### src/rtl/pad_bus_ctrl.sv
// pad_bus_ctrl: half-duplex arbiter and pad sequencer for a shared bidirectional off-chip bus.
// Latency: TX strobe 1 cycle after accept (TURN+1 on a direction change); rx_valid 3 cycles after a synchronous remote strobe rise.
// Backpressure: tx_ready/rx_ack are offered only in IDLE to one winner; everything else waits while busy.
//
// Ports:
//   clk, rst_n              clock, asynchronous active-low reset
//   tx_valid/tx_data/tx_ready   transmit word handshake (tx_ready combinational)
//   rx_req/rx_ack               receive request handshake (rx_ack combinational)
//   rx_valid/rx_data/rx_timeout receive result pulses; rx_data holds until the next capture
//   pad_dout/pad_din/pad_en     bidirectional pad DataOut/DataIn/EN (EN=1: chip drives)
//   pad_dir_o/pad_stb_o         direction and strobe output pads
//   pad_stb_i                   remote strobe, asynchronous to clk
//   busy                        FSM is not idle
module pad_bus_ctrl #(
  parameter int WIDTH = 8,
  parameter int TURN  = 2,
  parameter int TMO   = 255
) (
  input  logic             clk,
  input  logic             rst_n,
  input  logic             tx_valid,
  input  logic [WIDTH-1:0] tx_data,
  output logic             tx_ready,
  input  logic             rx_req,
  output logic             rx_ack,
  output logic             rx_valid,
  output logic [WIDTH-1:0] rx_data,
  output logic             rx_timeout,
  output logic [WIDTH-1:0] pad_dout,
  input  logic [WIDTH-1:0] pad_din,
  output logic             pad_en,
  output logic             pad_dir_o,
  output logic             pad_stb_o,
  input  logic             pad_stb_i,
  output logic             busy
);

  localparam int TW = $clog2(TURN + 1);
  localparam int MW = $clog2(TMO + 1);
  localparam logic [TW-1:0] TURN_LAST = TW'(TURN - 1);
  localparam logic [MW-1:0] TMO_LAST  = MW'(TMO - 1);

  typedef enum logic [2:0] {
    S_IDLE,
    S_TURN,
    S_TX_STB,
    S_TX_HOLD,
    S_RX_WAIT
  } state_t;

  state_t           state, state_nxt;
  logic             dir;        // 0 = RX, 1 = TX
  logic             pend_dir;   // direction being switched to while in TURN
  logic             last_tx;    // last grant was TX; loses the next tie
  logic [TW-1:0]    turn_cnt;
  logic [MW-1:0]    tmo_cnt;
  logic [2:0]       stb_sync;   // [1:0] synchronizer, [2] previous value for edge detect
  logic [WIDTH-1:0] dout_q;
  logic [WIDTH-1:0] rx_data_q;
  logic             rx_valid_q;
  logic             rx_timeout_q;

  logic tx_win, rx_win, stb_edge, tmo_hit;

  // Tie goes to the side that was not granted last.
  assign tx_win   = tx_valid & (~rx_req | ~last_tx);
  assign rx_win   = rx_req & (~tx_valid | last_tx);
  assign stb_edge = stb_sync[1] & ~stb_sync[2];
  assign tmo_hit  = (tmo_cnt == TMO_LAST);

  // State register
  always_ff @(posedge clk or negedge rst_n) begin
    if (!rst_n) state <= S_IDLE;
    else        state <= state_nxt;
  end

  // Next-state logic
  always_comb begin
    state_nxt = state;
    case (state)
      S_IDLE: begin
        if (tx_win)      state_nxt = dir ? S_TX_STB : S_TURN;
        else if (rx_win) state_nxt = dir ? S_TURN : S_RX_WAIT;
      end
      S_TURN: begin
        if (turn_cnt == TURN_LAST) state_nxt = pend_dir ? S_TX_STB : S_RX_WAIT;
      end
      S_TX_STB:  state_nxt = S_TX_HOLD;
      S_TX_HOLD: state_nxt = S_IDLE;
      S_RX_WAIT: begin
        // A strobe edge takes priority over a coincident timeout.
        if (stb_edge || tmo_hit) state_nxt = S_IDLE;
      end
      default:   state_nxt = S_IDLE;
    endcase
  end

  // Output decode: registers only, apart from the two handshake grants.
  always_comb begin
    tx_ready  = (state == S_IDLE) & tx_win;
    rx_ack    = (state == S_IDLE) & rx_win;
    pad_en    = dir & (state != S_TURN);
    pad_dir_o = (state == S_TURN) ? pend_dir : dir;
    pad_stb_o = (state == S_TX_STB) | (state == S_RX_WAIT);
    busy      = (state != S_IDLE);
  end

  assign pad_dout   = dout_q;
  assign rx_data    = rx_data_q;
  assign rx_valid   = rx_valid_q;
  assign rx_timeout = rx_timeout_q;

  // Datapath, counters and direction bookkeeping
  always_ff @(posedge clk or negedge rst_n) begin
    if (!rst_n) begin
      dir          <= 1'b0;
      pend_dir     <= 1'b0;
      last_tx      <= 1'b0;
      turn_cnt     <= '0;
      tmo_cnt      <= '0;
      stb_sync     <= '0;
      dout_q       <= '0;
      rx_data_q    <= '0;
      rx_valid_q   <= 1'b0;
      rx_timeout_q <= 1'b0;
    end else begin
      stb_sync     <= {stb_sync[1:0], pad_stb_i};
      rx_valid_q   <= 1'b0;
      rx_timeout_q <= 1'b0;
      if (state != S_TURN)    turn_cnt <= '0;
      if (state != S_RX_WAIT) tmo_cnt  <= '0;
      case (state)
        S_IDLE: begin
          if (tx_win) begin
            dout_q   <= tx_data;
            last_tx  <= 1'b1;
            pend_dir <= 1'b1;
          end else if (rx_win) begin
            last_tx  <= 1'b0;
            pend_dir <= 1'b0;
          end
        end
        S_TURN: begin
          if (turn_cnt == TURN_LAST) dir <= pend_dir;
          else                       turn_cnt <= turn_cnt + 1'b1;
        end
        S_RX_WAIT: begin
          if (stb_edge) begin
            rx_data_q  <= pad_din;
            rx_valid_q <= 1'b1;
          end else if (tmo_hit) begin
            rx_timeout_q <= 1'b1;
          end else begin
            tmo_cnt <= tmo_cnt + 1'b1;
          end
        end
        default: ;
      endcase
    end
  end

endmodule

### config.mk
export PLATFORM = sky130hd
export DESIGN_NAME = pad_bus_ctrl
export DESIGN_NICKNAME = d
export VERILOG_FILES = /design/src/rtl/pad_bus_ctrl.sv
export SDC_FILE = /design/constraint.sdc
export NUM_CORES = 1
export LEC_CHECK = 0
export CAP_MARGIN = 20
export CORE_MARGIN = 10
export CORE_UTILIZATION = 40
export CTS_BUF_LIST = sky130_fd_sc_hd__clkbuf_4
export CTS_CLUSTER_DIAMETER = 200
export CTS_CLUSTER_SIZE = 10
export DETAILED_ROUTE_END_ITERATION = 8
export HOLD_SLACK_MARGIN = 0.15
export PLACE_DENSITY = 0.69
export SYNTH_ARGS = -nofsm -noshare
export SYNTH_HDL_FRONTEND = slang
export SYNTH_SLANG_ARGS = --single-unit
### constraint.sdc
create_clock -name clk -period 4.44 [get_ports clk]
set_input_delay 0.444 -clock clk [delete_from_list [all_inputs] [get_ports clk]]
set_output_delay 0.444 -clock clk [all_outputs]
set_load 0.05 [all_outputs]
; ---- After elaboration in Yosys (flattened, before gate mapping)
; Index checks and enable logic that the tools add are counted.
[classes]
n_mux = 23
reduce_logical = 9
bitwise = 13
add_sub_neg = 2
n_eq_ne = 10
[ops]
columns = op, n
row1 = $mux W8, 4
row2 = $mux W3, 6
row3 = $pmux W3 S4, 1
row4 = $add A8 B1 Y8 const B, 1
row5 = $eq A8 B8 Y1 const B, 1
row6 = $mux W1, 8
row7 = $mux W2, 4
row8 = $reduce_and A2 Y1, 4
row9 = $and A1 B1 Y1, 6
row10 = $ne A3 B3 Y1 const B, 2
row11 = $ne A2 B2 Y1 const B, 2
row12 = $not A1 Y1, 4
row13 = $eq A3 B1 Y1 const B, 1
row14 = $eq A3 B2 Y1 const B, 1
row15 = $eq A3 B3 Y1 const B, 1
row16 = $logic_not A3 Y1, 1
row17 = $ne A3 B1 Y1 const B, 1
row18 = $or A1 B1 Y1, 3
row19 = $reduce_and A3 Y1, 1
row20 = $reduce_bool A3 Y1, 1
row21 = $add A2 B1 Y2 const B, 1
row22 = $eq A2 B1 Y1 const B, 1
row23 = $reduce_bool A2 Y1, 1
row24 = $logic_or A1 B1 Y1, 1
[totals]
reg_bits = 36
output_inout_bits = 24
word_cells = 67

; ---- Logic depth before layout (Yosys ltp)
[depth]
word_depth = 6
mapped_depth = 8
depth_no_buf = 8

; ---- Worst setup path after synthesis
; Ideal clock, no wire load.
[synth_path]
path_type = register to output
startpoint = register state[0]
endpoint = output pad_dir_o
arrival_time_ps = 1865
path_slack_ps = 2131
path_buffers = 0
path_stages_with_launch = 5
required_ps = 3996
path_cell_list = dfrtp_1 nor2b_1 nor2b_1 nor2_1 a21o_1
[synth_via]
elab_chain_len = 2
[synth_lines]
columns = element, line_no
row1 = from (decl), 51  ; state_t state, state_nxt;
row2 = from (signal assigned), 74  ; else state <= state_nxt;
row3 = $eq A3 B1 Y1, 103  ; pad_dir_o = (state == S_TURN) ? pend_dir : dir;
row4 = $mux W1, 103
row5 = to (decl), 32  ; output logic pad_dir_o,
; Every way passes these cells.

; ---- Worst setup path in the final report
; Ends and elaborated chain as after synthesis.

==> summary.md <==
| Metric | Value |
|---|---|
| Total area of sequential cells | `900.9 um2` |
| GP Congestion | `0.7935` |
| Ratio of cells with drive above 1 in the final layout | `12.43%` |
| Setup Slack @ Placement | `1.728 ns` |
| Warnings from Yosys | `0` |
| Ant diodes | `0` |
| Post-synth ARST share | `100.0%` |
| Mean Syn Cell Area | `12.06 um2` |
| WL per Instance | `16.37 um` |
| Power per Cell Area | `732.0 mW/mm2` |
| Crit path kind | `register to primary output` |
| Vias | `1,182` |
| Syn Inst Count | `134` |
| Static Leak | `0.9740 nW` |
| Die W | `83.57 um` |
| TNS Setup | `0 ns` |
| Worst EP arrival | `2.29 ns` |
| Clk buf depth | `2` |
| Post-synth top area cell | `dfrtp_1` |
| Largest net degree at the start of global routing | `37` |
| Setup-failing EPs final | `0` |
| Layout net count | `209` |
| DP HPWL | `2937 um` |
| Post-synthesis net count | `159` |
| Core Footprint | `0.003943 mm2` |
| IO Pins | `45` |
| Area growth, synth to finish | `34.06%` |
| RSZ-0062 raised after global routing | `false` |
| Critical-path top delay cell | `clkdlybuf4s50_1` |
| Critical path buffers and inverters | `1` |
| Uppermost layer routed | `met4` |
| Resize count post-CTS | `0` |
| Port bufs | `44` |
| DP Area | `0.002116 mm2` |
| First-pass GRT wire length | `6686 um` |
| CP Max Fanout | `6` |
| Top cells by count, synth | `dfrtp_1 (36), a21oi_1 (10), nor2_1 (10)` |
| Worst-Margin Slew | `0.5320 ns` |
| Pre-Repair DR Iteration Count | `4` |
| Antenna violations before repair | `0` |
| Setup repair bufs after CTS | `0` |
| Final hold violations | `0` |
| CP Capture Type | `primary output` |
| 1st-iter DRT viols | `83` |
| Met1 WL | `1425 um` |
| Share of the synthesized area in the top cell type | `55.73%` |
| Area of the multi-input gates | `674.4 um2` |
| Die height | `83.57 um` |
| Post-synth top flop | `dfrtp_1` |
| Flip-flop and latch count after synthesis | `36` |
| Total GRT Usage | `11.75%` |
| Synth area leaders | `dfrtp_1 (56%), mux2_4 (7.4%), mux2_1 (5.6%)` |
| Starting Density | `41.00%` |
| ANT nets after route | `0` |
| H-tree levels | `2` |
| Status | `finished clean` |
| Slew Viols, Final | `0` |
| Crit start category | `register` |
| Final instance area | `0.002167 mm2` |
| Num Clock Sinks | `36` |
| Slew margin rel. | `64.42%` |
| EDFF count, synth | `0` |
| Post-synthesis cell area | `0.001617 mm2` |
| Peak supply drop | `0.3579 mV` |
| Vias in the first global route | `1,331` |
| CTS buffer count | `5` |
| Vias/cell | `5.030` |
| Fin util | `54.97%` |
| Hold Path Class | `register to register` |
| PnR worst setup slack | `1.703 ns` |
| Synth cell types | `37` |
| Worst path most repeated cell | `nor2b_1` |
| Remaining Overflow, GRT | `0` |
| Met2 WL | `2098 um` |
| Max_cap viols | `0` |
| Worst Skew | `0.005201 ns` |
| Worst-Skew Late Latency | `0.34 ns` |
| Top Family by Delay on Critical Path | `buffers and inverters` |
| WL met3 | `255 um` |
| Final Cycle Share | `61.65%` |
| Worst-path clk slew | `0.11 ns` |
| Fill count | `329` |
| CTS tree | `yes` |
| Crit-path cells | `nor2b_1 -> nor2b_1 -> a21o_1 -> clkdlybuf4s50_1` |
| Row count | `23` |
| DR DRC count | `0` |
| Sequential-to-total area share from yosys stat | `55.73%` |
| Drt total wl | `3848 um` |
| Hold buffer count at CTS | `0` |
| CP peak stage delay | `0.80 ns` |
| DIE AREA | `0.006984 mm2` |
| Top-count cell post-synth | `dfrtp_1` |
| Final critical-path required period | `2.737 ns` |
| Max Clk Rate | `365.3 MHz` |
| CTS root buf | `clkbuf_4` |
| Worst EP required | `4.00 ns` |
-- cell families (layout without fill, tap and decap cells) --
family / Yosys count / in the layout / synth area share (%)
buf+inv: 10 / 61 / 2.554
fa+ha+maj: 4 / 4 / 3.096
flops: 36 / 36 / 55.73
simple gates: 40 / 40 / 14.17
xor+xnor: 4 / 4 / 2.168
compound gates: 23 / 23 / 8.670
mux: 17 / 17 / 13.62
-- through the flow --
stage	cells	hold slack, ns	power (mW)
floorplan	134	0.1484	1.124
global placement	227	0.3346	1.414
detailed placement	227	0.3389	1.435
CTS	235	0.3648	1.609
global route	235	0.3790	1.687
finish	235	0.3608	1.586
-- worst register-to-register path, cell delays in order, from the launching register on --
cell     delay, ns
dfrtp_1       0.52
nor2_1        0.09
nand2_1       0.30
or2_1         0.49
mux2_4        0.35
-- final cells by class --
| cell class | count | share of cell area, % |
|---|---|---|
| clock buffers | 5 | 1.732 |
| clock inverters | 3 | 0.6351 |
| inverters | 8 | 1.386 |
| multi-input cells | 88 | 31.12 |
| flip-flops and latches | 36 | 41.57 |
| well taps | 50 | 2.887 |
| repair buffers | 45 | 20.67 |
-- report_power, final --
group	leakage (nW)	internal (mW)	switching [mW]
sequential	0.450	0.433	0.0817
combinational	0.491	0.334	0.572
clock	0.0324	0.0580	0.107
-- state kept, by name (all words and copies together), names as in the netlist --
| register | flops |
|---|---|
| dir | 1 |
| last_tx | 1 |
| pad_dout | 8 |
| rx_data | 8 |
| rx_timeout | 1 |
| rx_valid | 1 |
| state | 3 |
| stb_sync | 3 |
| tmo_cnt | 8 |
| turn_cnt | 2 |
-- worst paths after layout --
| kind | from | endpoint | slack [ns] | depth (start not counted) |
|---|---|---|---|---|
| min in group asynchronous | rst_n | rx_data[4] | 0.51 | 2 |
| worst max register to register | state[1] | rx_data[2] | 2.58 | 4 |
| worst max-delay path | state[0] | pad_dir_o | 1.70 | 4 |
| max in group asynchronous | rst_n | pad_dout[5] | 3.61 | 2 |
| worst min-delay path | stb_sync[0] | stb_sync[1] | 0.36 | 0 |
| worst min register to register | stb_sync[0] | stb_sync[1] | 0.36 | 0 |
-- placed cells by master (no fill, tap or decap), drive strengths merged, types with 2 or more instances in the layout --
cell type and n:
clkdlybuf4s50 44, dfrtp 36, mux2 16, nor2 10, a21oi 10, nand2 9
inv 8, clkbuf 5, o21ai 5, nor2b 4, ha 4, o211ai 3
or3 3, clkinv 3, nand2b 2, xor2 2, xnor2 2, nand3 2
nor3 2, or2 2, and3 2
-- layer usage --
| layer | GRT usage [%] | up-vias |
|---|---|---|
| met4 | 4.718 | 0 |
| li1 | - | 562 |
| met3 | 4.883 | 7 |
| met1 | 12.13 | 575 |
| met2 | 20.49 | 38 |
| met5 | 0 | - |
Note: power is estimated with default switching activity, not from simulation.
